===== src/rtl/mem_copy_engine.sv =====
// mem_copy_engine: AXI-light initiator that copies a block of 32-bit words
// from src to dst, or fills dst with a constant pattern. One job at a time,
// exactly one AXI transaction outstanding, never a read and a write together.
module mem_copy_engine #(
  parameter int          COUNT_WIDTH = 16,
  parameter logic [31:0] ADDR_STEP   = 32'd4
) (
  input  logic                   clk,
  input  logic                   res_n,
  // AXI-light master
  output logic [31:0]            m_axi_awaddr,
  output logic                   m_axi_awvalid,
  input  logic                   m_axi_awready,
  output logic [31:0]            m_axi_wdata,
  output logic [3:0]             m_axi_wstrb,
  output logic                   m_axi_wvalid,
  input  logic                   m_axi_wready,
  input  logic                   m_axi_bvalid,
  output logic                   m_axi_bready,
  output logic [31:0]            m_axi_araddr,
  output logic                   m_axi_arvalid,
  input  logic                   m_axi_arready,
  input  logic [31:0]            m_axi_rdata,
  input  logic                   m_axi_rvalid,
  output logic                   m_axi_rready,
  // command interface
  input  logic                   start,
  input  logic                   fill_mode,
  input  logic [31:0]            src_addr,
  input  logic [31:0]            dst_addr,
  input  logic [COUNT_WIDTH-1:0] word_count,
  input  logic [31:0]            fill_pattern,
  output logic                   busy,
  output logic                   done,
  output logic [COUNT_WIDTH-1:0] words_done
);

  typedef enum logic [2:0] {
    IDLE, RD_ADDR, RD_DATA, WR_ISSUE, WR_RESP, FINISH
  } state_t;

  typedef struct packed {
    logic                   fill;
    logic [31:0]            src;
    logic [31:0]            dst;
    logic [COUNT_WIDTH-1:0] cnt;
  } job_t;

  state_t                 state, state_nx;
  job_t                   job;
  logic [31:0]            data;      // word in flight: read data or fill pattern
  logic                   aw_done;   // AW accepted during current WR_ISSUE
  logic                   w_done;    // W accepted during current WR_ISSUE
  logic                   aw_ok, w_ok, last;
  logic [COUNT_WIDTH-1:0] wd_inc;

  assign wd_inc = words_done + {{(COUNT_WIDTH-1){1'b0}}, 1'b1};
  assign last   = (wd_inc == job.cnt);
  // AW and W may complete in either order; a channel counts as finished
  // once its flag is set or its ready is seen this cycle
  assign aw_ok  = aw_done | m_axi_awready;
  assign w_ok   = w_done  | m_axi_wready;

  // state register
  always_ff @(posedge clk or negedge res_n) begin
    if (!res_n) state <= IDLE;
    else        state <= state_nx;
  end

  // next state and AXI/status outputs; all outputs decode from state so an
  // asynchronous reset drives them to idle values without a clock edge
  always_comb begin
    state_nx      = state;
    m_axi_araddr  = '0;
    m_axi_arvalid = 1'b0;
    m_axi_rready  = 1'b0;
    m_axi_awaddr  = '0;
    m_axi_awvalid = 1'b0;
    m_axi_wdata   = '0;
    m_axi_wstrb   = '0;
    m_axi_wvalid  = 1'b0;
    m_axi_bready  = 1'b0;
    busy          = 1'b0;
    done          = 1'b0;
    case (state)
      IDLE: begin
        if (start) begin
          if (word_count == '0) state_nx = FINISH;
          else if (fill_mode)   state_nx = WR_ISSUE;
          else                  state_nx = RD_ADDR;
        end
      end
      RD_ADDR: begin
        busy          = 1'b1;
        m_axi_araddr  = job.src;
        m_axi_arvalid = 1'b1;
        if (m_axi_arready) state_nx = RD_DATA;
      end
      RD_DATA: begin
        busy         = 1'b1;
        m_axi_rready = 1'b1;
        if (m_axi_rvalid) state_nx = WR_ISSUE;
      end
      WR_ISSUE: begin
        busy          = 1'b1;
        m_axi_awaddr  = job.dst;
        m_axi_awvalid = !aw_done;
        m_axi_wdata   = data;
        m_axi_wstrb   = 4'hF;
        m_axi_wvalid  = !w_done;
        if (aw_ok && w_ok) state_nx = WR_RESP;
      end
      WR_RESP: begin
        busy         = 1'b1;
        m_axi_bready = 1'b1;
        if (m_axi_bvalid) begin
          if (last)          state_nx = FINISH;
          else if (job.fill) state_nx = WR_ISSUE;
          else               state_nx = RD_ADDR;
        end
      end
      FINISH: begin
        done     = 1'b1;
        state_nx = IDLE;
      end
      default: state_nx = IDLE;
    endcase
  end

  // job registers: latch on accepted start, advance on each B response
  always_ff @(posedge clk or negedge res_n) begin
    if (!res_n) begin
      job        <= '0;
      data       <= '0;
      words_done <= '0;
    end else begin
      case (state)
        IDLE: if (start) begin
          job.fill   <= fill_mode;
          job.src    <= src_addr;
          job.dst    <= dst_addr;
          job.cnt    <= word_count;
          data       <= fill_pattern;
          words_done <= '0;
        end
        RD_DATA: if (m_axi_rvalid) data <= m_axi_rdata;
        WR_RESP: if (m_axi_bvalid) begin
          words_done <= wd_inc;
          job.src    <= job.src + ADDR_STEP;
          job.dst    <= job.dst + ADDR_STEP;
        end
        default: ;
      endcase
    end
  end

  // per-channel completion flags so each valid drops right after its ready
  always_ff @(posedge clk or negedge res_n) begin
    if (!res_n) begin
      aw_done <= 1'b0;
      w_done  <= 1'b0;
    end else if (state == WR_ISSUE && state_nx == WR_ISSUE) begin
      if (m_axi_awready) aw_done <= 1'b1;
      if (m_axi_wready)  w_done  <= 1'b1;
    end else begin
      aw_done <= 1'b0;
      w_done  <= 1'b0;
    end
  end

endmodule


===== config.mk =====
export PLATFORM = sky130hd
export DESIGN_NAME = mem_copy_engine
export DESIGN_NICKNAME = d
export VERILOG_FILES = /design/src/rtl/mem_copy_engine.sv
export SDC_FILE = /design/constraint.sdc
export NUM_CORES = 1
export LEC_CHECK = 0
export ABC_AREA = 1
export CELL_PAD_IN_SITES_DETAIL_PLACEMENT = 0
export CELL_PAD_IN_SITES_GLOBAL_PLACEMENT = 1
export CORE_ASPECT_RATIO = 0.5
export CORE_MARGIN = 2
export CORE_UTILIZATION = 35
export DETAILED_ROUTE_END_ITERATION = 12
export GPL_ROUTABILITY_DRIVEN = 0
export PLACE_DENSITY_LB_ADDON = 0.1
export RECOVER_POWER = 100
export SETUP_SLACK_MARGIN = 0.3
export SYNTH_ARGS = -nofsm -noshare
export SYNTH_HDL_FRONTEND = slang
export SYNTH_SLANG_ARGS = --single-unit

===== constraint.sdc =====
create_clock -name clk -period 3.8 [get_ports clk]
set_input_delay 0.76 -clock clk [delete_from_list [all_inputs] [get_ports clk]]
set_output_delay 0.76 -clock clk [all_outputs]
set_load 0.02 [all_outputs]

Word-level counts from Yosys, hierarchy flattened:

Cells that the tools add are included.
Widths: inputs -> output; s select.

* register bits: 134
* output and inout bits: 123
* logic and storage cells: 72

* $add $sub $neg: 3
* equality and inequality tests: 12
* muxes and demuxes: 34
* bitwise logic cells: 2
* reductions and logical operators: 12

Operator list (count)
* $mux 32: 5
* $pmux 64 s2: 1
* $mux 80: 1
* $add 32x3->32 const B: 2
* $mux 64: 1
* $pmux 32 s2: 1
* $mux 16: 2
* $pmux 16 s2: 1
* $mux 3: 7
* $add 16x1->16 const B: 1
* $eq 16x16->1: 1
* $logic_not 16->1: 1
* $pmux 3 s5: 1
* $mux 1: 11
* $ne 2x2->1 const B: 5
* $eq 3x2->1 const B: 3
* $eq 3x3->1 const B: 2
* $reduce_and 3->1: 2
* $mux 2: 2
* $mux 4: 1
* $reduce_bool 2->1: 2
* $reduce_or 4->1: 1
* $eq 3x1->1 const B: 1
* $logic_not 3->1: 1
* 4 further kinds: 7

Longest topological paths before layout:

Gate-level depths: netlist of the first run.

* depth in word-level cells: 8
* mapped depth: 17

Worst setup path before layout of the first run:

OpenSTA, ideal clock, no wires.

* kind: register -> output
* start point: reg state[1]
* end point: out m_axi_araddr[10]
* arrival: 1.902 ns
* data required time: 3.040 ns
* setup slack: 1.138 ns
* cell stages (with the launch flop): 5
* path through: dfrtp_1 > nor3_1 > clkinv_1 > clkbuf_1 > nor2_1

* word-level cells in the longest chain between the ends: 2

Ends and longest elaborated chain
* from (decl): line 49 `state_t state, state_nx;`
* from (signal assigned): line 67 `else state <= state_nx;`
* $eq 3x1->1: line 85 `case (state)`
* $mux 32: line 85
* to (decl): line 20 `output logic [31:0] m_axi_araddr,`

No other way between the ends.

Worst setup path in the final report of the first run:

* start point: reg state[1]
* end point: out m_axi_bready

* word-level cells in the longest chain between the ends: 2

Ends and longest elaborated chain
* $eq 3x3->1: line 85
* $mux 1: line 85
* to (decl): line 19 `output logic m_axi_bready,`

No other way between the ends.

==> impl_metrics.csv, run 1 <==
group,metric,value,unit
synth,synth.cell_area,0.00856,mm^2
clocking,htree_levels,4,
layout,layout.nets,1655,
timing,setup_viol,0,
outcome,violations,"max-capacitance violations, max-slew violations",
route,wl,29.8,mm
route,wire_per_inst,16.3,um
synth,synth.distinct_cells,41,
timing,period_minus_slack,3420,ps
power,p_comb_share,48.9,%
timing,rsz0062_at_grt,"false",
floorplanning,die_w,225,um
route,drt-pass1-iter-count,5,
synth,syn_nets,1404,
timing,relSlewSlack,-20.9,%
layout,antenna_cells,0,
layout,area_growth,41.8,%
route,drt-initial-drc-count,682,
synth,synth_edf_count,0,
clocking,post_cts_buffers,0,
critical_path,critPathRequiredTime,3040,ps
critical_path,crit_arrival,2660,ps
hold_path,min_path_type,"flop to flop",
global_routing,grt_overflow,0,
clocking,cts_tree,"done",
place,numPortBuffers,275,
flow_run,cap_viol_max_count,1,
power,peakVddDrop,0.000475,V
power,power.density,683,mW/mm^2
floorplanning,initial_core_util,35.6,%
timing,max_freq,293,MHz
critical_path,cp-end-kind,"output pin",
synth,async_reset_ff_share,100,%
critical_path,cp-start-kind,"flop",
place,dp_hpwl,22.2,mm
critical_path,crit_type,"flop to output pin",
global_routing,grt_max_degree,69,
synth,seq_area_frac_synth,39.2,%
clocking,cts_num_sinks,134,
route,drtAntennaViolNets,0,
synth,ys_warn_count,0,
clocking,clk_latency,440,ps
timing,worstMarginPinSlew,1810,ps
synth,syn_avg_cell_area,6.86,um^2
power,p_leak,5.62,nW
layout,final_cell_mix,"299 x nand2_1, 229 x nor2_1, 156 x inv_1",
floorplanning,die_y,115,um
power,internal_power,0.00459,W
layout,drive_gt1_share,5.29,%
power,switching_share,44.7,%
synth,ys_ff_latch,134,
synth,netlist_top_cells_area,"dfrtp_1 39%, nand2_1 13%, nor2_1 10%",
timing,period_share,89.9,%
global_routing,grt_pass1_vias,8699,
clocking,cts_buffers,17,
floorplanning,ios,276,
clocking,clk_path_buf_depth,2,
route,viasPerCell,4.97,
synth,synth_top_area_share,39.2,%
power,switchingPower,0.00371,W
global_routing,grt_usage,23.4,%
power,p_clk_share,20.5,%
timing,skew,10.6,ps
route,routed-via-count,9070,
floorplanning,dieArea,0.0258,mm^2
timing,hold_viol_final,0,
global_routing,grt_pass1_wl,46.8,mm
layout,mostFrequentLayoutCell,"nand2_1",
synth,synthFlopType,"dfrtp_1",
timing,hold_slack,498,ps
critical_path,worst-path-max-fanout,37,
global_routing,grt_antenna_before_repair,1,
route,drc_errors,0,
floorplanning,rows,40,
power,p_seq_share,30.6,%
synth,netlist_instances,1248,
clocking,path_clk_slew,60,ps
synth,synth.largest_area_cell,"dfrtp_1",
timing,maxSlewViolCount,68,
floorplanning,coreArea,0.0240,mm^2
outcome,status,"finished, violations left",
timing,finalSetupTns,0,ps
clocking,clk_root_buffer_cell,"clkbuf_16",
## layout make-up
type | count | area, um^2
Sequential cell | 134 | 3350
Clock buffer | 22 | 454
Multi-Input combinational cell | 894 | 4330
Tap cell | 315 | 394
Fill cell | 2379 | 11900
Clock inverter | 9 | 128
Timing Repair Buffer | 288 | 2860
Inverter | 164 | 617
## kinds of logic (layout without fill, tap and decap cells)
group	after synthesis	count (layout)	share of synthesized area, %
AO/OA/AOI/OAI	212	212	14.2
XOR/XNOR	26	26	2.82
adder cells (fa/ha/maj)	3	3	0.438
buffers and inverters	220	483	10.1
flip-flops	134	134	39.2
AND/OR/NAND/NOR	653	653	33.2
## cells in the mapped netlist, types with 6 or more instances
library cell / count
nand3_1: 37
inv_1: 154
nand2_1: 300
a31oi_1: 70
inv_2: 9
o21ai_1: 9
nor3_1: 20
a21oi_1: 50
nor2_4: 7
o22ai_1: 15
xor2_1: 20
nor2_2: 8
a22oi_1: 9
dfrtp_1: 134
buf_2: 19
nor3_2: 6
o21ai_0: 50
nand4_1: 23
clkbuf_1: 27
nor2_1: 227
nand3b_1: 7
## through the flow
stage	utilization [%]	cell area [um^2]	setup WS [ps]	total power [W]	std cells
floorplan	-	8560	1140	0.00515	1248
global placement	48.3	11600	620	0.00676	1795
detailed placement	48.3	11600	552	0.00681	1795
CTS	50.7	12200	369	0.00854	1826
global route	50.5	12100	169	0.00897	1826
finish	50.5	12100	385	0.00830	1826
## per-layer routing
| metal | GRT usage [%] | part of all wire [%] | wire length [um] |
|---|---|---|---|
| met1 | 32.3 | 46 | 13800 |
| met2 | 36.9 | 46 | 13700 |
| met3 | 5.72 | 6.2 | 1860 |
| met4 | 5.78 | 1.1 | 326 |
| met5 | 0 | 0.057 | 17 |
## power by group through the flow
stage               Sequential (W)  Clock (W)  Combinational (W)
global placement           0.00254          0            0.00422
finish                     0.00254    0.00170            0.00406
global route               0.00263    0.00179            0.00455
detailed placement         0.00256          0            0.00426
CTS                        0.00254    0.00173            0.00428
floorplan                  0.00243          0            0.00272
## repair_timing
item / CTS / global route
gates resized for setup: 1 / 1
endpoints found under the hold margin: 0 / 0
endpoints found under the setup margin: 3 / 12
gates cloned: 0 / 0
hold buffers: 0 / 0
## state kept, by name, summed over array words and instances, names as in the netlist
name / flops
state: 3
w_done: 1
job: 81
aw_done: 1
words_done: 16
data: 32
## path summary, 6_finish.rpt
kind	startpoint	end	slack (ps)	depth (start not counted)
min	job[80]	job[80]	500	2
min reg2reg	job[80]	job[80]	500	2
min in group asynchronous	res_n	job[65]	780	1
max	state[1]	m_axi_bready	380	5
max reg2reg	state[1]	job[23]	530	11
max in group asynchronous	res_n	words_done[11]	1050	2
## critical path, stage by stage (launching register included)
cell and delay [ps]:
dfrtp_1 420, nor2_1 120, inv_1 50, nor2_1 120, clkbuf_2 720, clkdlybuf4s50_1 760
(Power assumes the default switching activity.)
==> run 2, diff against run 1 <==
- CORE_UTILIZATION: 35 -> 25
==> run 2 against run 1 <==
Effect of this change: routed wire length grew 7.5%; worst setup slack lost 81 ps; maximum frequency shrank 2.3%; the flow still finishes with violations (max-capacitance violations, max-slew violations); clock power shrank 3%; utilization shrank 14 points; cell area grew 1.3%; critical path depth is the same; largest power group unchanged; sequential power is essentially flat; critical path type unchanged; global-route usage shrank 5.6 points.
==> impl_metrics.csv, run 2 (synthesized netlist as in run 1, its figures left out) <==
group,metric,value,unit
timing,skew,11.1,ps
layout,seqCellArea,0.00335,mm^2
flow_run,cap_viol_max_count,1,
power,power,0.00832,W
critical_path,crit_type,"flop to output pin",
floorplanning,coreArea,0.0334,mm^2
timing,hold_slack,497,ps
global_routing,grt_usage,17.9,%
global_routing,grt_overflow,0,
timing,worstMarginPinSlew,2160,ps
power,p_leak,5.60,nW
route,viasPerCell,4.54,
route,routed-via-count,8875,
power,peakVddDrop,0.000270,V
critical_path,cp-start-kind,"flop",
critical_path,cp-end-kind,"output pin",
outcome,status,"finished, violations left",
clocking,cts_tree,"done",
route,drtAntennaViolNets,0,
route,drt-initial-drc-count,510,
clocking,cts_buffers,17,
timing,maxSlewViolCount,80,
floorplanning,die_w,266,um
layout,final_cell_mix,"300 x nand2_1, 226 x nor2_1, 154 x inv_1",
layout,nFillCells,3580,
critical_path,critPathRequiredTime,3040,ps
layout,largest_register_ffs,81,
clocking,clk_latency,440,ps
floorplanning,die_y,135,um
global_routing,grt_antenna_before_repair,1,
power,power.density,676,mW/mm^2
timing,finalSetupTns,0,ps
route,wire_per_inst,16.4,um
layout,layout.nets,1656,
floorplanning,ios,276,
layout,mostFrequentLayoutCell,"nand2_1",
critical_path,crit_arrival,2740,ps
timing,relSlewSlack,-43.8,%
timing,rsz0062_at_grt,"false",
global_routing,grt_pass1_wl,49.5,mm
route,drt-pass1-iter-count,6,
clocking,cts_num_sinks,134,
layout,reg.largest.list,"job x81, data x32, words_done x16",
layout,stdcell_area,0.0123,mm^2
outcome,violations,"max-capacitance violations, max-slew violations",
timing,period_minus_slack,3500,ps
place,placed_area,0.0118,mm^2
layout,drive_gt1_share,5.55,%
clocking,htree_levels,4,
place,numPortBuffers,275,
route,wl,32.0,mm
timing,setup_viol,0,
clocking,clk_root_buffer_cell,"clkbuf_16",
timing,hold_viol_final,0,
clocking,path_clk_slew,60,ps
floorplanning,initial_core_util,25.6,%
timing,period_share,92.0,%
global_routing,grt_max_degree,80,
hold_path,min_path_type,"flop to flop",
critical_path,worst-path-max-fanout,37,
layout,area_growth,43.6,%
layout,multiInputGateArea,0.00435,mm^2
floorplanning,rows,47,
global_routing,grt_pass1_vias,8678,
floorplanning,dieArea,0.0358,mm^2
route,drc_errors,0,
layout,top_register,"job",
place,dp_hpwl,24.2,mm
clocking,clk_path_buf_depth,2,
timing,max_freq,286,MHz
[run 2: timing repair]
action	4_1_cts	5_1_grt
hold endpoints to repair	0	0
hold buffers	0	0
setup endpoints to repair	32	0
buffers inserted	0	0
resized for setup	2	0
[run 2: routing by layer]
metal  up-vias  routed length [um]  global-route usage (%)
met2       140               16200                    31.2
met4         0                 238                    4.15
met5         -                   0                       0
li1       4547                   -                       -
met1      4172               14600                    23.2
met3        16                 995                    2.94
[run 2: worst max-delay path: stages (launching register included)]
cell             delay, ps
dfrtp_1                420
nor2_1                 120
inv_1                   80
nor2_4                  90
clkbuf_2               800
clkdlybuf4s50_1        780
[run 2: power by group]
| group | internal (W) | total, W | switching [W] | leakage [nW] |
|---|---|---|---|---|
| registers | 0.00203 | 0.00257 | 0.000542 | 1.63 |
| logic | 0.00152 | 0.00410 | 0.00257 | 3.71 |
| clock network | 0.000927 | 0.00165 | 0.000725 | 0.268 |
| total | 0.00448 | 0.00832 | 0.00384 | 5.60 |
[run 2: final timing paths]
kind | end | start | cells past startpoint | slack (ps)
min reg2reg | job[80] | job[80] | 2 | 500
max | m_axi_bready | state[1] | 5 | 300
min | job[80] | job[80] | 2 | 500
max reg2reg | job[41] | state[1] | 12 | 570
min in group asynchronous | job[10] | res_n | 1 | 920
max in group asynchronous | job[33] | res_n | 2 | 860
[run 2: per-stage QoR]
step | util (%) | instances | setup WS, ps
6_report | 36.8 | 1955 | 304
5_1_grt | 36.8 | 1955 | 163
4_1_cts | 37.0 | 1954 | 404
3_5_place_dp | 35.3 | 1922 | 688
2_1_floorplan | - | 1248 | 1140
3_3_place_gp | 35.3 | 1922 | 789
[run 2: area by class of cell]
type / count / area share, %
antenna: 1 / 0.0203
clock buffer: 20 / 3.63
clock inverter: 12 / 0.966
inverter: 164 / 5.04
multi-input combinational: 894 / 35.4
sequential: 134 / 27.3
tap: 441 / 4.49
timing repair buffer: 289 / 23.2
==> run 3, diff against run 2 <==
==> constraint.sdc (replaced) <==
create_clock -name clk -period 3.8 [get_ports clk]
set_input_delay 0.38 -clock clk [delete_from_list [all_inputs] [get_ports clk]]
set_output_delay 0.38 -clock clk [all_outputs]
set_load 0.02 [all_outputs]
==> run 3 against run 2 <==
Effect of this change: the flow still finishes with violations (max-capacitance violations, max-slew violations); count of clock-buffer cells in the layout decreased by 2; combinational power about the same; clock power increased by 8%; utilization hardly changed; sequential power hardly changed; sequential share of layout area about the same; global-route usage increased by 0.12 points; sequential cell count did not move; routed wire length is 1.2% higher; maximum frequency is 3.2% higher; die area did not move; total power grew 1.3%; highest routed layer unchanged.
==> impl_metrics.csv, run 3 (synthesized netlist as in run 1, its figures left out) <==
group,metric,value,unit
power,power,0.00843,W
clocking,cts_hold_buf,0,
floorplanning,die_w,266,um
floorplanning,ios,276,
hold_path,min_path_type,"input pin to flop",
power,p_leak,5.59,nW
clocking,path_clk_slew,60,ps
global_routing,grt_pass1_wl,49.6,mm
floorplanning,die_y,135,um
route,drc_errors,0,
critical_path,cp-end-kind,"output pin",
timing,worstMarginPinSlew,2370,ps
layout,area_growth,43.8,%
critical_path,r2r-end,"job[41]",
clocking,clk_root_buffer_cell,"clkbuf_16",
layout,largest_register_ffs,81,
route,wl,32.4,mm
layout,final_cell_mix,"299 x nand2_1, 227 x nor2_1, 155 x clkdlybuf4s50_1",
clocking,clk_path_buf_depth,2,
timing,max_freq,295,MHz
outcome,violations,"max-capacitance violations, max-slew violations",
critical_path,reg2regPathDepth,11,
outcome,status,"finished, violations left",
timing,setup_slack,414,ps
timing,setup_viol,0,
critical_path,r2r_slack,580,ps
hold_path,min-delay-start,"m_axi_rdata[29]",
critical_path,r2r-start,"state[1]",
layout,reg.largest.list,"job x81, data x32, words_done x16",
hold_path,holdPathStages,3,
critical_path,crit_type,"flop to output pin",
floorplanning,coreArea,0.0334,mm^2
layout,antenna_cells,0,
route,drt-pass1-iter-count,5,
timing,maxSlewViolCount,85,
clocking,cts_num_sinks,134,
global_routing,grt_max_degree,85,
timing,rsz0062_at_grt,"false",
timing,period_minus_slack,3390,ps
route,drt-initial-drc-count,632,
route,viasPerCell,4.55,
power,power.density,684,mW/mm^2
layout,top_register,"job",
critical_path,worst-path-max-fanout,21,
clocking,cts_buffers,17,
timing,finalSetupTns,0,ps
layout,drive_gt1_share,5.68,%
critical_path,cp-start-kind,"flop",
critical_path,critPathRequiredTime,3420,ps
place,numPortBuffers,275,
timing,skew,7.22,ps
global_routing,grt_usage,18.0,%
timing,period_share,89.1,%
floorplanning,dieArea,0.0358,mm^2
clocking,clk_latency,440,ps
hold_path,hold_path_end,"data[29]",
route,wire_per_inst,16.6,um
global_routing,grt_antenna_before_repair,0,
floorplanning,rows,47,
layout,multiInputGateArea,0.00435,mm^2
global_routing,grt_pass1_vias,8687,
timing,relSlewSlack,-58.2,%
layout,mostFrequentLayoutCell,"nand2_1",
critical_path,crit_arrival,3010,ps
layout,nFillCells,3613,
clocking,cts_tree,"done",
power,peakVddDrop,0.000321,V
layout,layout.nets,1658,
clocking,htree_levels,4,
route,drtAntennaViolNets,0,
flow_run,cap_viol_max_count,1,
route,routed-via-count,8904,
place,dp_hpwl,24.4,mm
global_routing,grt_overflow,0,
place,pre_cts_slack,989,ps
floorplanning,initial_core_util,25.6,%
timing,hold_viol_final,0,
layout,seqCellArea,0.00335,mm^2
==> run 3: metal layers <==
layer	vias to the layer above	GRT usage, %	routed length [um]
met1	4208	23.5	14800
met3	19	3.26	1020
met2	126	31.2	16200
li1	4551	-	-
met5	-	0	0
met4	0	3.81	323
==> run 3: how the worst max path moves through the flow <==
stage                             endpoint  startpoint
after global placement     m_axi_wdata[10]    state[2]
final                         m_axi_rready    state[2]
after CTS                  m_axi_wdata[20]    state[2]
after global routing               job[41]    state[1]
after detailed placement   m_axi_wdata[29]    state[2]
after floorplan           m_axi_araddr[10]    state[1]
==> run 3: power breakdown <==
part	internal (W)	switching, W
clock network	0.00104	0.000739
logic	0.00151	0.00258
registers	0.00203	0.000533
total	0.00458	0.00385
==> run 3: stage by stage <==
step / utilization [%] / instances / area [um^2] / hold slack [ps]
finish: 36.9 / 1956 / 12300 / 501
global route: 36.9 / 1956 / 12300 / 496
CTS: 37.0 / 1956 / 12400 / 53.6
detailed placement: 35.2 / 1924 / 11700 / 494
global placement: 35.2 / 1924 / 11700 / 469
floorplan: - / 1248 / 8560 / 84.4
==> run 3: final cells by class <==
type | count | area share [%]
Clock buffer | 18 | 3.49
Clock inverter | 14 | 1.42
Inverter | 164 | 5.03
Multi-Input combinational cell | 894 | 35.3
Sequential cell | 134 | 27.2
Tap cell | 441 | 4.48
Timing Repair Buffer | 291 | 23.0
==> run 3: timing repair <==
| item | 4_1_cts | 5_1_grt |
|---|---|---|
| endpoints found under the setup margin | 0 | 4 |
| endpoints found under the hold margin | 0 | 0 |
| buffers inserted | 0 | 0 |
| gates resized for setup | 0 | 2 |
==> run 3: worst max-delay path: stages, from the launching register on <==
cell	delay [ps]
dfrtp_1	400
inv_1	130
nand2_1	120
nor2_2	100
buf_4	230
clkbuf_1	800
clkdlybuf4s50_1	780
